--- src/rtl/sobel_stream_core_if.sv ---
// Stream bundle for sobel_stream_core: pixel input handshake, result output handshake, gain and status.
// With SOBEL_THRESH_EN defined the bundle also carries the per-pixel threshold.
interface sobel_stream_core_if #(
  parameter int PIX_W = 4
);
  logic             in_valid;
  logic             in_ready;
  logic [PIX_W-1:0] in_pixel;
  logic             in_sof;
  logic [3:0]       gain;
  logic             out_valid;
  logic             out_ready;
  logic [PIX_W-1:0] out_pixel;
  logic             out_eof;
  logic             err_sof;
`ifdef SOBEL_THRESH_EN
  logic [PIX_W-1:0] thresh;

  modport slave (
    input  in_valid, in_pixel, in_sof, gain, thresh, out_ready,
    output in_ready, out_valid, out_pixel, out_eof, err_sof
  );
  modport master (
    output in_valid, in_pixel, in_sof, gain, thresh, out_ready,
    input  in_ready, out_valid, out_pixel, out_eof, err_sof
  );
`else
  modport slave (
    input  in_valid, in_pixel, in_sof, gain, out_ready,
    output in_ready, out_valid, out_pixel, out_eof, err_sof
  );
  modport master (
    output in_valid, in_pixel, in_sof, gain, out_ready,
    input  in_ready, out_valid, out_pixel, out_eof, err_sof
  );
`endif
endinterface

--- src/rtl/sobel_stream_core.sv ---
// Streaming 3x3 Sobel edge core: two line buffers, 3x3 window, three-stage back-pressurable datapath.
// Optional SOBEL_THRESH_EN: binarise the scaled magnitude against the per-pixel thresh input.
module sobel_stream_core #(
  parameter int PIX_W = 4,
  parameter int IMG_W = 16,
  parameter int IMG_H = 16
) (
  input logic clk,
  input logic rst,
  sobel_stream_core_if.slave s
);
  localparam int CW = $clog2(IMG_W);
  localparam int RW = $clog2(IMG_H);
  localparam int GW = PIX_W + 3;
  localparam int PW = GW + 4;
  localparam logic [PW-1:0] PIX_MAX = PW'((1 << PIX_W) - 1);

  function automatic logic signed [GW-1:0] tap_sum(input logic [PIX_W-1:0] a,
                                                   input logic [PIX_W-1:0] b,
                                                   input logic [PIX_W-1:0] c);
    logic signed [GW-1:0] ea, eb, ec;
    ea = $signed({3'b000, a});
    eb = $signed({3'b000, b});
    ec = $signed({3'b000, c});
    return ea + (eb <<< 1) + ec;
  endfunction

  function automatic logic [GW-1:0] abs_val(input logic signed [GW-1:0] v);
    logic signed [GW-1:0] n;
    n = -v;
    return v[GW-1] ? $unsigned(n) : $unsigned(v);
  endfunction

  // Gain is in quarter steps; the product cannot wrap in PW bits.
  function automatic logic [PIX_W-1:0] scale_sat(input logic [GW-1:0] mag,
                                                 input logic [3:0] g);
    logic [PW-1:0] sh;
    sh = (PW'(mag) * PW'(g)) >> 2;
    return (sh > PIX_MAX) ? PIX_MAX[PIX_W-1:0] : sh[PIX_W-1:0];
  endfunction

  typedef enum logic {IDLE, ACTIVE} state_t;

  state_t               state;
  logic [CW-1:0]        col, pcol;
  logic [RW-1:0]        row, prow;
  logic                 stall, accept, take, restart;
  logic [PIX_W-1:0]     lb0 [IMG_W];
  logic [PIX_W-1:0]     lb1 [IMG_W];
  logic [PIX_W-1:0]     win [3][3];
  logic                 vld_p0, eof_p0, vld_p1, eof_p1;
  logic [3:0]           gain_p0, gain_p1;
  logic signed [GW-1:0] gx_p1, gy_p1;
  logic [GW-1:0]        mag;
  logic [PIX_W-1:0]     scaled, pix_next;
`ifdef SOBEL_THRESH_EN
  logic [PIX_W-1:0]     thr_p0, thr_p1;
`endif

  assign stall      = s.out_valid && !s.out_ready;
  assign s.in_ready = !stall;
  assign accept     = s.in_valid && !stall;
  // Pixels arriving in IDLE without a start-of-frame marker are swallowed.
  assign take       = accept && (state == ACTIVE || s.in_sof);
  assign restart    = accept && (state == ACTIVE) && s.in_sof && (col != '0 || row != '0);
  assign pcol       = s.in_sof ? '0 : col;
  assign prow       = s.in_sof ? '0 : row;

  always_ff @(posedge clk) begin
    if (rst) begin
      state     <= IDLE;
      col       <= '0;
      row       <= '0;
      s.err_sof <= 1'b0;
    end else begin
      s.err_sof <= restart;
      if (take) begin
        if (pcol == CW'(IMG_W - 1)) begin
          col <= '0;
          if (prow == RW'(IMG_H - 1)) begin
            row   <= '0;
            state <= IDLE;
          end else begin
            row   <= prow + 1'b1;
            state <= ACTIVE;
          end
        end else begin
          col   <= pcol + 1'b1;
          row   <= prow;
          state <= ACTIVE;
        end
      end
    end
  end

  // Stage A: line buffers and window advance on the accepting edge.
  always_ff @(posedge clk) begin
    if (rst) begin
      for (int i = 0; i < IMG_W; i++) begin
        lb0[i] <= '0;
        lb1[i] <= '0;
      end
      for (int r = 0; r < 3; r++)
        for (int c = 0; c < 3; c++)
          win[r][c] <= '0;
      vld_p0 <= 1'b0;
      eof_p0 <= 1'b0;
    end else if (!stall) begin
      vld_p0 <= take && (prow >= RW'(2)) && (pcol >= CW'(2));
      eof_p0 <= take && (prow == RW'(IMG_H - 1)) && (pcol == CW'(IMG_W - 1));
      if (take) begin
        lb1[pcol] <= lb0[pcol];
        lb0[pcol] <= s.in_pixel;
        for (int r = 0; r < 3; r++) begin
          win[r][0] <= win[r][1];
          win[r][1] <= win[r][2];
        end
        win[0][2] <= lb1[pcol];
        win[1][2] <= lb0[pcol];
        win[2][2] <= s.in_pixel;
      end
    end
  end

  // Stage B: gradients; data registers carry no reset.
  always_ff @(posedge clk) begin
    if (!stall) begin
      if (take) begin
        gain_p0 <= s.gain;
`ifdef SOBEL_THRESH_EN
        thr_p0  <= s.thresh;
`endif
      end
      gx_p1   <= tap_sum(win[0][2], win[1][2], win[2][2]) - tap_sum(win[0][0], win[1][0], win[2][0]);
      gy_p1   <= tap_sum(win[2][0], win[2][1], win[2][2]) - tap_sum(win[0][0], win[0][1], win[0][2]);
      gain_p1 <= gain_p0;
`ifdef SOBEL_THRESH_EN
      thr_p1  <= thr_p0;
`endif
    end
  end

  always_ff @(posedge clk) begin
    if (rst) begin
      vld_p1 <= 1'b0;
      eof_p1 <= 1'b0;
    end else if (!stall) begin
      vld_p1 <= vld_p0;
      eof_p1 <= eof_p0;
    end
  end

  assign mag    = abs_val(gx_p1) + abs_val(gy_p1);
  assign scaled = scale_sat(mag, gain_p1);
`ifdef SOBEL_THRESH_EN
  assign pix_next = (scaled >= thr_p1) ? '1 : '0;
`else
  assign pix_next = scaled;
`endif

  // Stage C: output register, held while downstream stalls.
  always_ff @(posedge clk) begin
    if (rst) begin
      s.out_valid <= 1'b0;
      s.out_pixel <= '0;
      s.out_eof   <= 1'b0;
    end else if (!stall) begin
      s.out_valid <= vld_p1;
      s.out_pixel <= pix_next;
      s.out_eof   <= vld_p1 && eof_p1;
    end
  end
endmodule

--- src/flat_wrapper.sv ---
// flat-port wrapper written by rule: the top's interface ports become plain ports
module sobel_stream_core_flat 
#(
  parameter int PIX_W = 4,
  parameter int IMG_W = 16,
  parameter int IMG_H = 16
)
  (clk, rst, s_in_valid, s_in_pixel, s_in_sof, s_gain, s_out_ready, s_in_ready, s_out_valid, s_out_pixel, s_out_eof, s_err_sof);
  sobel_stream_core_if #(.PIX_W(PIX_W)) s_i ();
  input logic clk;
  input logic rst;
  input wire logic [$bits(s_i.in_valid)-1:0] s_in_valid;
  input wire logic [$bits(s_i.in_pixel)-1:0] s_in_pixel;
  input wire logic [$bits(s_i.in_sof)-1:0] s_in_sof;
  input wire logic [$bits(s_i.gain)-1:0] s_gain;
  input wire logic [$bits(s_i.out_ready)-1:0] s_out_ready;
  output wire logic [$bits(s_i.in_ready)-1:0] s_in_ready;
  output wire logic [$bits(s_i.out_valid)-1:0] s_out_valid;
  output wire logic [$bits(s_i.out_pixel)-1:0] s_out_pixel;
  output wire logic [$bits(s_i.out_eof)-1:0] s_out_eof;
  output wire logic [$bits(s_i.err_sof)-1:0] s_err_sof;
  assign s_i.in_valid = s_in_valid;
  assign s_i.in_pixel = s_in_pixel;
  assign s_i.in_sof = s_in_sof;
  assign s_i.gain = s_gain;
  assign s_i.out_ready = s_out_ready;
  assign s_in_ready = s_i.in_ready;
  assign s_out_valid = s_i.out_valid;
  assign s_out_pixel = s_i.out_pixel;
  assign s_out_eof = s_i.out_eof;
  assign s_err_sof = s_i.err_sof;
  sobel_stream_core #(.PIX_W(PIX_W), .IMG_W(IMG_W), .IMG_H(IMG_H)) u_core (.clk(clk), .rst(rst), .s(s_i));
endmodule
--- config.mk ---
export PLATFORM = sky130hd
export DESIGN_NAME = sobel_stream_core_flat
export DESIGN_NICKNAME = d
export VERILOG_FILES = /design/src/rtl/sobel_stream_core_if.sv /design/src/rtl/sobel_stream_core.sv /design/src/flat_wrapper.sv
export SDC_FILE = /design/constraint.sdc
export NUM_CORES = 1
export LEC_CHECK = 0
export CAP_MARGIN = 20
export CELL_PAD_IN_SITES_DETAIL_PLACEMENT = 1
export CELL_PAD_IN_SITES_GLOBAL_PLACEMENT = 1
export CORE_MARGIN = 2
export CORE_UTILIZATION = 40
export CTS_BUF_LIST = sky130_fd_sc_hd__clkbuf_8
export DETAILED_ROUTE_END_ITERATION = 8
export PLACE_DENSITY = 0.66
export SYNTH_ARGS = -nofsm -noshare
export SYNTH_HDL_FRONTEND = slang
export SYNTH_SLANG_ARGS = --single-unit
--- constraint.sdc ---
create_clock -name clk -period 4.57 [get_ports clk]
set_input_delay 1.371 -clock clk [delete_from_list [all_inputs] [get_ports clk]]
set_output_delay 1.371 -clock clk [all_outputs]
set_load 0.1 [all_outputs]
==> qor.csv, run 1 <==
stage;metric;value;unit
yosys;synth_top_area_cell;edfxtp_1;
drt;drt_iter0_markers;372;
yosys;ys_async_sr_fraction;0;%
timing;fmax;214;MHz
global_route;grt_first_pass_wirelength;46900;microns
die;dieArea;30800;sq um
yosys;yosys-top-cells-area;edfxtp_1, ha_1, fa_1;
timing;setup_slack;-98.7;ps
cells_and_area;fin_cells;1534;
global_route;antenna_found_initial;0;
run_status;violations;negative setup slack;
worst_setup_path;startpoint_type;flip-flop;
place;placed_cells;1453;
drt;first_pass_iters;5;
timing;fin_worst_skew;44.9;ps
cells_and_area;area_growth;15.9;%
yosys;synth_seq_cells;206;
timing;period_needed;4670;ps
global_route;grt_overflow_total;0;
place;io_buffer_count;20;
timing;tns;-367;ps
yosys;ys_types;60;
yosys;synth_edf_count;186;
cts;clockBufferDepth;3;
cts;cts_buffers;40;
cells_and_area;final_area;13600;sq um
worst_setup_path;endpoint_kind;flip-flop;
drt;routed_wirelength;29500;microns
die;initial_utilization;40.8;%
global_route;first_global_vias;8621;
worst_setup_path;worstPathArrival;5080;ps
yosys;synth-warning-count;0;
yosys;synth_area;11700;sq um
worst_setup_path;worst_ep_required_time;4980;ps
worst_setup_path;reg2reg_slack;-100;ps
cts;cts_tree;done;
yosys;syn_avg_cell_area;11.1;sq um
yosys;synth_nets;1159;
cts;clkTransAtPathRegs;60;ps
die;rows;62;
drt;wl_met2;14800;microns
yosys;synthCells;1054;
die;ios;21;
cts;clock_latency;580;ps
worst_setup_path;slowest_stage;fa_1;
die;die_h;175;microns
yosys;synthFlopType;edfxtp_1;
timing;final-hold-violation-count;0;
place;place_congestion;0.792;
drt;ant_nets;0;
cts;cts-htree-levels;2;
worst_setup_path;criticalPathCategory;reg2reg;
drt;top_layer;met4;
drt;drt-met1-wl;13100;microns
yosys;synth_top_area_share;47.6;%
cts;cts_hold_buf;0;
run_status;outcome;finished, violations left;
worst_setup_path;slowest_delay;530;ps
drt;drc;0;
timing;rsz0062_at_grt;yes;
timing;tightest_slew;1010;ps
die;die_w;175;microns
cells_and_area;drive_above_1_share;15.0;%
place;postPlaceCellArea;12700;sq um
global_route;grt_usage;19.3;%
cells_and_area;nNetsFinal;1226;
timing;slew_headroom;32.6;%
cells_and_area;antenna_cells;0;
hold_path;hp-class;reg2reg;
worst_setup_path;path_cells;buf_6 > buf_4 > ha_2 > fa_2 > a21o_1 > a21oi_2 > xnor2_2 > and2_4 > fa_1 > inv_2 > fa_1 > inv_2 > ha_4 > o21ai_2 > mux2i_1 > or4_4 > nor4_4 > a211oi_1;
die;core_area;28800;sq um
timing;final_max_slew_viol_count;0;
drt;routed-wl-met3;897;microns
cts;clock_sinks;206;
worst_setup_path;cp_max_fo;4;
drt;routedWlPerCell;19.3;microns
global_route;grt_start_max_net_pins;46;
drt;vias;8142;
drt;viasPerCell;5.31;
cts;ctsRootBufferMaster;clkbuf_8;
flow_run;cap_violations;0;
place;dp_hpwl;20600;microns
yosys;seq_area_frac_synth;51.0;%
timing;setup_viol;4;
timing;fin_crit_sh;102;%
## stage by stage
stage | util [%] | hold slack (ps) | worst slack, ps
floorplan | - | 400 | 14.9
global placement | 44.0 | 409 | -129
detailed placement | 44.0 | 417 | -254
CTS | 47.1 | 428 | -11.1
global route | 47.3 | 437 | -280
finish | 47.3 | 427 | -98.7
## cell usage in the layout (no fill, tap or decap), drive strengths merged, types with 42 or more instances in the layout
master	Yosys	routed
and3	58	58
nor2	112	112
edfxtp	186	186
a211oi	57	57
clkbuf	38	42
buf	26	70
inv	68	84
a21oi	50	50
nand2	64	64
ha	61	61
## layout make-up
class | instances | area [sq um]
clock buffers | 42 | 578
well taps | 384 | 480
flip-flops and latches | 206 | 5990
inverters | 69 | 259
multi-input cells | 715 | 5400
clock inverters | 29 | 143
repair buffers | 89 | 764
fillers | 3115 | 15200
## flip-flops by register name, indices dropped and copies added (netlist names), 4 cells and up
| register | cells |
|---|---|
| u_core.gy_p1 | 7 |
| u_core.col | 4 |
| u_core.s.out_pixel | 4 |
| u_core.gain_p0 | 4 |
| u_core.gx_p1 | 7 |
| u_core.lb1 | 64 |
| u_core.win | 36 |
| u_core.lb0 | 64 |
| u_core.gain_p1 | 4 |
| u_core.row | 4 |
## kinds of logic (layout without fill, tap and decap cells)
| family | Yosys count | count (layout) | synth area share (%) |
|---|---|---|---|
| xor+xnor | 33 | 33 | 2.46 |
| fa+ha+maj | 92 | 92 | 11.8 |
| flops | 206 | 206 | 51.0 |
| compound gates | 178 | 178 | 10.0 |
| simple gates | 377 | 377 | 17.1 |
| buf+inv | 133 | 229 | 4.72 |
| mux | 35 | 35 | 3.00 |
## critical path, delay by kind of cell, from the launching register on
| kind | cells | cell delay, ps |
|---|---|---|
| buf+inv | 4 | 360 |
| flops | 1 | 430 |
| xor+xnor | 1 | 100 |
| compound gates | 4 | 650 |
| fa+ha+maj | 5 | 1890 |
| simple gates | 3 | 1000 |
| mux | 1 | 80 |
## synthesized netlist by cell type, types with 3 or more instances
library cell,instances
o311ai_0,4
nand3_1,9
nand4b_1,4
xor2_1,12
and2_1,39
fa_1,31
edfxtp_1,186
o21bai_1,3
a22oi_1,4
or4_1,4
buf_1,5
nand2b_1,24
clkbuf_1,38
buf_6,3
nor4_4,4
nor2_1,111
nor3_1,8
dfxtp_1,20
and2b_1,3
a21o_1,12
mux2i_1,33
xnor2_1,21
and3_1,58
nor2b_1,33
buf_4,4
o21ai_0,21
a211oi_1,57
a221oi_1,3
nand2_1,64
a31oi_1,7
ha_1,61
or3_1,4
buf_2,14
a21oi_1,50
inv_1,67
## path summary, 6_finish.rpt
| path | from | end | cells after the start |
|---|---|---|---|
| worst min register to register | u_core.gain_p0[0] | u_core.gain_p1[0] | 0 |
| worst max-delay path | u_core.gy_p1[0] | u_core.s.out_pixel[1] | 18 |
| worst max register to register | u_core.gy_p1[0] | u_core.s.out_pixel[1] | 18 |
| worst min-delay path | u_core.gain_p0[0] | u_core.gain_p1[0] | 0 |
## routing by layer
metal	up-vias	GRT usage, %
li1	3894	-
met1	4082	24.8
met2	112	33.5
met3	54	2.81
met4	0	6.35
met5	-	0
## what timing repair did
action / in CTS / in global routing
endpoints found under the setup margin: 4 / 4
setup buffers: 9 / 1
pin swaps: 17 / 18
gates resized for setup: 31 / 14
Power of run 1 is not shown: default switching activity piles up to over one toggle a cycle in this logic, so the estimate is an artifact.
==> run 2: changes to the inputs <==
Settings changed: CORE_ASPECT_RATIO from default to 1.5, CTS_CLUSTER_SIZE from default to 10, HOLD_SLACK_MARGIN from default to 0.12.
==> run 2 against run 1 <==
Compared with the run above: the flow now finishes without violations; sequential cell count is the same; final area grew 1.6%; non-clock buffer count shrank 2; critical path depth grew 1; final cell count shrank 0.39%; count of clock-buffer cells in the layout shrank 7; critical endpoint is now u_core.s.out_pixel[2]; hold slack gained 6.1 ps; global-route usage grew 1.1 points.
==> qor.csv, run 2 (synthesis gave the netlist of run 1 again) <==
stage;metric;value;unit;change
run_status;outcome;completed;;
global_route;grt_usage;20.5;%;+1.1 points
drt;viasPerCell;5.27;;-0.67%
timing;fmax;220;MHz;+2.7%
drt;routed_wirelength;30700;microns;+3.9%
timing;tightest_slew;1010;ps;+7.45 ps
cts;clock_latency;540;ps;-40 ps
place;dp_hpwl;21900;microns;+5.9%
worst_setup_path;slowest_stage;fa_2;;
worst_setup_path;startpoint_type;flip-flop;;
global_route;grt_overflow_total;0;;unchanged
cts;cts_hold_buf;0;;unchanged
worst_setup_path;worst_ep_required_time;5010;ps;+30 ps
cells_and_area;antenna_cells;0;;unchanged
cells_and_area;final_common_cell;edfxtp_1;;
timing;slew_headroom;32.1;%;-0.50 points
cells_and_area;area_growth;17.7;%;
cts;cts_tree;done;;
timing;rsz0062_at_grt;yes;;
timing;period_needed;4550;ps;-122 ps
worst_setup_path;cp_max_fo;4;;unchanged
cts;cts-htree-levels;2;;unchanged
drt;drc;0;;unchanged
die;ios;21;;unchanged
timing;setup_viol;0;;-4
timing;final-hold-violation-count;0;;unchanged
global_route;grt_first_pass_wirelength;47700;microns;+1.8%
die;die_h;214;microns;+22%
cells_and_area;layout_common_cells;edfxtp_1, nor2_1, inv_1, buf_4, nand2_1;;
worst_setup_path;reg2reg_slack;20;ps;+120 ps
timing;fin_crit_sh;99.5;%;-2.7 points
worst_setup_path;criticalPathCategory;reg2reg;;
drt;first_pass_iters;4;;-1
cts;clockBufferDepth;3;;unchanged
worst_setup_path;path_cells;buf_4 > buf_4 > ha_4 > fa_2 > a21o_1 > a21oi_2 > xnor2_1 > buf_4 > and2_4 > fa_1 > inv_2 > fa_2 > inv_2 > ha_4 > nor2_4 > a211o_1 > a221oi_4 > nor4_4 > a211oi_1;;
die;dieArea;30800;sq um;about the same
cts;clkTransAtPathRegs;60;ps;about the same
die;rows;76;;+23%
timing;fin_worst_skew;19.4;ps;-25.5 ps
worst_setup_path;path_delay_family;adder cells;;
cts;clock_sinks;206;;unchanged
cts;cts_buffers;34;;-15%
global_route;antenna_found_initial;0;;unchanged
die;die_w;144;microns;-18%
place;io_buffer_count;20;;unchanged
global_route;grt_start_max_net_pins;66;;+43%
cells_and_area;reg_top3;u_core.lb0: 64 flops, u_core.lb1: 64 flops, u_core.win: 36 flops;;
cells_and_area;drive_above_1_share;16.9;%;+1.8 points
timing;setup_slack;23.0;ps;+122 ps
worst_setup_path;slowest_delay;530;ps;about the same
die;initial_utilization;40.8;%;-0.046 points
cells_and_area;nNetsFinal;1218;;-0.65%
cts;ctsRootBufferMaster;clkbuf_8;;
worst_setup_path;crit_top_cell;buf_4;;
drt;drt_iter0_markers;368;;-1.1%
place;pre_cts_slack;-341;ps;-86.9 ps
place;place_congestion;0.833;;+5.3%
drt;ant_nets;0;;unchanged
cells_and_area;multi_input_area;5620;sq um;+4.0%
drt;vias;8056;;-1.1%
cells_and_area;fill_cells;3063;;-1.7%
cells_and_area;seq_area;5990;sq um;unchanged
worst_setup_path;crit_buf_inv;5;;+1
flow_run;cap_violations;0;;unchanged
worst_setup_path;endpoint_kind;flip-flop;;
drt;routedWlPerCell;20.1;microns;+4.3%
die;core_area;28800;sq um;+0.11%
worst_setup_path;worstPathArrival;4990;ps;-90 ps
hold_path;hp-class;reg2reg;;
timing;final_max_slew_viol_count;0;;unchanged
global_route;first_global_vias;8757;;+1.6%
-- run 2: through the flow --
step                setup TNS, ps  util, %  cell area, sq um  hold WS [ps]  std cells
detailed placement          -1320     43.9             12700           409       1458
finish                          0     48.0             13800           433       1528
CTS                          -106     47.2             13600           434       1524
global route                 -549     48.0             13800           434       1528
floorplan                       0        -             11800           400       1054
global placement            -1030     43.9             12700           417       1458
-- run 2: what timing repair did --
item	4_1_cts	5_1_grt
pin swaps	15	23
setup buffers	5	4
setup endpoints to repair	4	4
gates resized for setup	32	43
-- run 2: area by class of cell --
class / count / area share (%)
Inverter: 69 / 1.87
Clock buffer: 35 / 3.48
Sequential cell: 206 / 43.3
Multi-Input combinational cell: 715 / 40.6
Timing Repair Buffer: 87 / 5.42
Tap cell: 390 / 3.53
Clock inverter: 26 / 1.79
-- run 2: worst paths after layout --
path,from,to,cells after the start
setup reg to reg,u_core.gy_p1[0],u_core.s.out_pixel[2],19
hold / removal,u_core.gain_p0[1],u_core.gain_p1[1],0
setup / recovery,u_core.gy_p1[0],u_core.s.out_pixel[2],19
hold reg to reg,u_core.gain_p0[1],u_core.gain_p1[1],0
-- run 2: metal layers --
metal  vias up  track usage [%]  wire [microns]
li1       3865                -               -
met4         0             8.05            1100
met3        63             3.08             885
met1      4010             21.1           11000
met5         -                0               0
met2       118             40.7           17600
-- run 2: worst reg2reg max path, cell delays in order (launching register included) --
cell and delay, ps:
edfxtp_1 430, buf_4 160, buf_4 140, ha_4 170, fa_2 420, a21o_1 180
a21oi_2 130, xnor2_1 90, buf_4 140, and2_4 150, fa_1 510, inv_2 50
fa_2 530, inv_2 40, ha_4 300, nor2_4 60, a211o_1 310, a221oi_4 310
nor4_4 110, a211oi_1 230
Power of run 2 is left out for the same reason.
